## src/rtl/arith_pkg.sv

```systemverilog
// Shared arithmetic-lab definitions: serial FSM state encoding and default operand width.
package arith_pkg;

  typedef enum logic [1:0] {
    IDLE  = 2'd0,
    SHIFT = 2'd1,
    DONE  = 2'd2
  } state_t;

  localparam int DEFAULT_WIDTH = 4;

endpackage

```

## src/rtl/full_subtractor.sv

```systemverilog
// One-bit full subtractor: d = x - y - bin, with borrow-out.
module full_subtractor (
  input  logic x,
  input  logic y,
  input  logic bin,
  output logic d,
  output logic bout
);

  assign d    = x ^ y ^ bin;
  assign bout = (~x & y) | (~(x ^ y) & bin);

endmodule

```

## src/rtl/serial_ripple_subtractor.sv

```systemverilog
// Bit-serial ripple-borrow subtractor, LSB first, one bit per clock.
// Result and flags are registered on entry to DONE and held until the next DONE or reset.
//
// state | meaning
// IDLE  | waiting for start; outputs hold last result
// SHIFT | processing one bit per cycle, busy=1
// DONE  | one-cycle done pulse; a new start may be accepted here
module serial_ripple_subtractor
  import arith_pkg::*;
#(
  parameter int WIDTH = DEFAULT_WIDTH
) (
  input  logic             clk,
  input  logic             rst,
  input  logic             start,
  input  logic [WIDTH-1:0] a,
  input  logic [WIDTH-1:0] b,
  input  logic             bin,
  output logic             busy,
  output logic             done,
  output logic [WIDTH-1:0] diff,
  output logic             bout,
  output logic             overflow
);

  localparam int CNT_W = $clog2(WIDTH);

  state_t             r_state;
  state_t             w_state_nxt;
  logic [WIDTH-1:0]   r_a;
  logic [WIDTH-1:0]   r_b;
  logic               r_br;
  logic               r_sa;
  logic               r_sb;
  logic [CNT_W-1:0]   r_cnt;
  logic [WIDTH-1:0]   r_diff;
  logic               r_bout;
  logic               r_ovf;

  logic               w_accept;
  logic               w_last;
  logic               w_d;
  logic               w_bout;
  logic [WIDTH-1:0]   w_a_nxt;

  assign w_accept = start && (r_state != SHIFT);
  assign w_last   = (r_state == SHIFT) && (r_cnt == CNT_W'(WIDTH - 1));

  full_subtractor u_fs (
    .x    (r_a[0]),
    .y    (r_b[0]),
    .bin  (r_br),
    .d    (w_d),
    .bout (w_bout)
  );

  // The minuend register doubles as the result register: each difference bit
  // enters at the MSB as the consumed operand bit leaves at the LSB.
  assign w_a_nxt = {w_d, r_a[WIDTH-1:1]};

  always_ff @(posedge clk) begin
    if (rst) r_state <= IDLE;
    else     r_state <= w_state_nxt;
  end

  always_comb begin
    w_state_nxt = r_state;
    case (r_state)
      IDLE:    if (start) w_state_nxt = SHIFT;
      SHIFT:   if (w_last) w_state_nxt = DONE;
      DONE:    w_state_nxt = start ? SHIFT : IDLE;
      default: w_state_nxt = IDLE;
    endcase
  end

  always_comb begin
    busy = (r_state == SHIFT);
    done = (r_state == DONE);
  end

  always_ff @(posedge clk) begin
    if (rst) begin
      r_a    <= '0;
      r_b    <= '0;
      r_br   <= 1'b0;
      r_sa   <= 1'b0;
      r_sb   <= 1'b0;
      r_cnt  <= '0;
      r_diff <= '0;
      r_bout <= 1'b0;
      r_ovf  <= 1'b0;
    end else if (w_accept) begin
      r_a   <= a;
      r_b   <= b;
      r_br  <= bin;
      r_sa  <= a[WIDTH-1];
      r_sb  <= b[WIDTH-1];
      r_cnt <= '0;
    end else if (r_state == SHIFT) begin
      r_a   <= w_a_nxt;
      r_b   <= r_b >> 1;
      r_br  <= w_bout;
      r_cnt <= r_cnt + 1'b1;
      if (w_last) begin
        r_diff <= w_a_nxt;
        r_bout <= w_bout;
        r_ovf  <= (r_sa != r_sb) && (w_d != r_sa);
      end
    end
  end

  assign diff     = r_diff;
  assign bout     = r_bout;
  assign overflow = r_ovf;

endmodule

```

## config.mk

```make
export PLATFORM = sky130hd
export DESIGN_NAME = serial_ripple_subtractor
export DESIGN_NICKNAME = d
export VERILOG_FILES = /design/src/rtl/arith_pkg.sv /design/src/rtl/full_subtractor.sv /design/src/rtl/serial_ripple_subtractor.sv
export SDC_FILE = /design/constraint.sdc
export NUM_CORES = 1
export LEC_CHECK = 0
export ABC_AREA = 1
export BUFFER_PORTS_ARGS = -buffer_cell sky130_fd_sc_hd__buf_2
export CAP_MARGIN = 20
export CORE_MARGIN = 4
export CORE_UTILIZATION = 56
export CTS_CLUSTER_DIAMETER = 150
export CTS_CLUSTER_SIZE = 30
export DETAILED_ROUTE_END_ITERATION = 8
export GPL_TIMING_DRIVEN = 0
export PLACE_DENSITY = 0.88
export SYNTH_ARGS = -nofsm -noshare
export SYNTH_HDL_FRONTEND = slang
export SYNTH_SLANG_ARGS = --single-unit
```

## constraint.sdc

```tcl
create_clock -name clk -period 2.4 [get_ports clk]
set_input_delay 0.24 -clock clk [delete_from_list [all_inputs] [get_ports clk]]
set_output_delay 0.24 -clock clk [all_outputs]
set_load 0.1 [all_outputs]
```

==> summary.md <==
| Metric | Value |
|---|---|
| Outcome | `complete, no violations` |
| H-tree depth | `1` |
| All-Layer GR Usage | `between 10% and 20%` |
| Rel. slew slack | `between 60% and 70%` |
| Placed Area | `around 1100 um^2` |
| Num CTS Buffers | `3` |
| Cell taking the most area after synthesis | `dfxtp_1` |
| Min-Delay Startpoint | `rst` |
| Fin area | `~1100 um^2` |
| Max Slew Vio Count | `0` |
| Most common cell after layout, fill and taps aside | `nand2_1` |
| Clock sink total | `21` |
| Final period util | `a little over two thirds` |
| Req. time, crit path | `~2.2 ns` |
| Ports | `20` |
| Setup crit start | `r_state[0]$_SDFFE_PP0P_` |
| Pre-antenna DRT Iters | `4` |
| Count of cells resized by post-cts repair | `0` |
| Worst setup SP type | `flip-flop` |
| Vias per cell | `between 5 and 6` |
| Setup repair after global routing missed its margin | `no` |
| Vias | `around 900` |
| CP arrival | `around 1.5 ns` |
| Max Freq | `0.589 GHz` |
| WL per Instance | `around 12 um` |
| # fillers | `128` |
| Starting density of the core | `roughly 61%` |
| VDD IR max | `about 0.00036 V` |
| Max Clock Skew | `between 0.0008 and 0.0009 ns` |
| Clk pin slew, worst setup/hold paths | `0.11 ns` |
| Synth top area share | `around 44%` |
| Pwr per Cell Area | `602 nW/um^2` |
| Total negative slack | `0 ns` |
| Reg2Reg Launch Point | `r_b[0]$_SDFFE_PP0P_` |
| Unique masters post-synth | `18` |
| Number of setup buffers added after CTS | `0` |
| Fin. Hold Viols | `0` |
| Die area | `2430 um^2` |
| Critical Path Sink Type | `output port` |
| Max Root-Sink Buffers | `2` |
| Sequential share of the synthesized area | `about 44%` |
| Hold Crit Class | `in -> reg` |
| Post-route ant nets | `0` |
| Pleak | `about 0.00059 uW` |
| Number of port buffers | `19` |
| Post-synthesis cell count | `around 130` |
| Synthesized area | `between 900 and 1000 um^2` |
| N_diodes | `0` |
| Mapped Nets | `~140` |
| Most frequent cells in the layout | `nand2_1 (31), nand3_1 (29), dfxtp_1 (21), buf_2 (20), inv_1 (15)` |
| Endpoints failing setup | `0` |
| Number of global-route vias before repair | `slightly above 800` |
| Crit path kind | `reg -> out` |
| CTS Hold Bufs | `0` |
| Share of cells above drive strength 1 | `23.7%` |
| Tmin final | `between 1.5 and 2 ns` |
| Routability congestion estimate from global placement | `about 0.81` |
| Ys Warns | `0` |
| DRC errors left | `0` |
| Die Y | `49.3 um` |
| Flops & latches, synth | `21` |
| Core Area | `between 1500 and 2000 um^2` |
| Worst-path maximum fanout | `10` |
| Hpwl dp | `1540 um` |
| Final nets | `about 170` |
| Total power | `between 600 and 700 uW` |
| P&R area growth vs syn | `14.8%` |
| Largest net degree at the start of global routing | `12` |
| Avg Inst Size Synth | `between 7 and 8 um^2` |
| DR iter-0 viols | `24` |
| Antenna violations before repair | `0` |
| Row count | `14` |
| Worst-Margin Slew | `0.485 ns` |
| CTS tree | `done` |
| Root Driver | `clkbuf_4` |
| Gr ovfl total | `0` |
| Synth area leaders | `dfxtp_1 (44%), nand3_1 (15%), nand2_1 (12%)` |
| Clock Latency Late Sink | `0.31 ns` |
| Max_cap viols | `0` |
| Overall routed net length | `slightly above 2000 um` |
| Die X | `roughly 50 um` |
| First-pass GRT wire length | `3520 um` |
## cell usage after synthesis
cell,instances
nand2_1,31
nand3_1,29
dfxtp_1,21
inv_1,15
nor2_1,5
buf_6,4
o21ai_0,4
a21oi_1,3
inv_2,3
nand2_2,3
clkinv_1,2
nand4_1,2
nor2_2,2
buf_2,1
fa_1,1
ha_1,1
nand3_2,1
xor2_1,1
## cell type report
| cell class | instances | area [um^2] | area share (%) |
|---|---|---|---|
| flip-flops and latches | 21 | 420 | 38.3 |
| clock buffers | 4 | 26.3 | 2.39 |
| well taps | 16 | 20.0 | 1.82 |
| plain buffers | 5 | 50.0 | 4.56 |
| repair buffers | 19 | 95.1 | 8.67 |
| multi-input cells | 83 | 410 | 37.4 |
| inverters | 20 | 75.1 | 6.84 |
## report_power, final
group	leakage, uW	switching [uW]	total [uW]	internal, uW
registers	0.000171	10.8	375	364
clock network	0.0000150	107	173	65.0
logic	0.000401	71.0	114	42.6
total	0.000587	189	661	472
## sequential cells by signal, indices dropped and copies added, names as in the netlist
| register | flops |
|---|---|
| bout | 1 |
| diff | 4 |
| overflow | 1 |
| r_a | 4 |
| r_b | 4 |
| r_br | 1 |
| r_cnt | 2 |
| r_sa | 1 |
| r_sb | 1 |
| r_state | 2 |
## worst max-delay path: stages (launching register included)
cell and delay [ns]:
dfxtp_1 0.39, inv_2 0.05, nor2_2 0.11, buf_6 0.16, buf_2 0.43
## logic make-up (layout without fill, tap and decap cells)
logic type               Yosys count  count (layout)  synth area share [%]
adder cells (fa/ha/maj)            2               2                  3.40
AND/OR/NAND/NOR                   73              73                  34.9
flip-flops                        21              21                  44.0
XOR/XNOR                           1               1                 0.916
AO/OA/AOI/OAI                      7               7                  3.66
buffers and inverters             25              48                  13.1
## layer usage
layer | part of all wire, % | track usage, %
met2 | 48 | 30.8
met1 | 41 | 22.2
met5 | 0 | 0
met3 | 7.7 | 4.89
met4 | 3.1 | 11.4
## metrics by stage
stage	util (%)	setup slack, ns	hold slack (ns)	std cells
floorplan	-	0.522	0.309	129
global placement	68.7	1.01	0.439	164
detailed placement	68.7	0.939	0.442	164
CTS	70.4	0.694	0.102	168
global route	70.4	0.631	0.106	168
finish	70.4	0.702	0.110	168
## path summary, 6_finish.rpt
check,endpoint,slack (ns),depth (start not counted)
worst max register to register,overflow$_SDFFE_PP0P_,0.92,8
worst min-delay path,r_sa$_SDFFE_PP0P_,0.11,2
worst max-delay path,busy,0.70,4
worst min register to register,diff[0]$_SDFFE_PP0P_,0.47,2
Power figures use the tool's default switching activity.
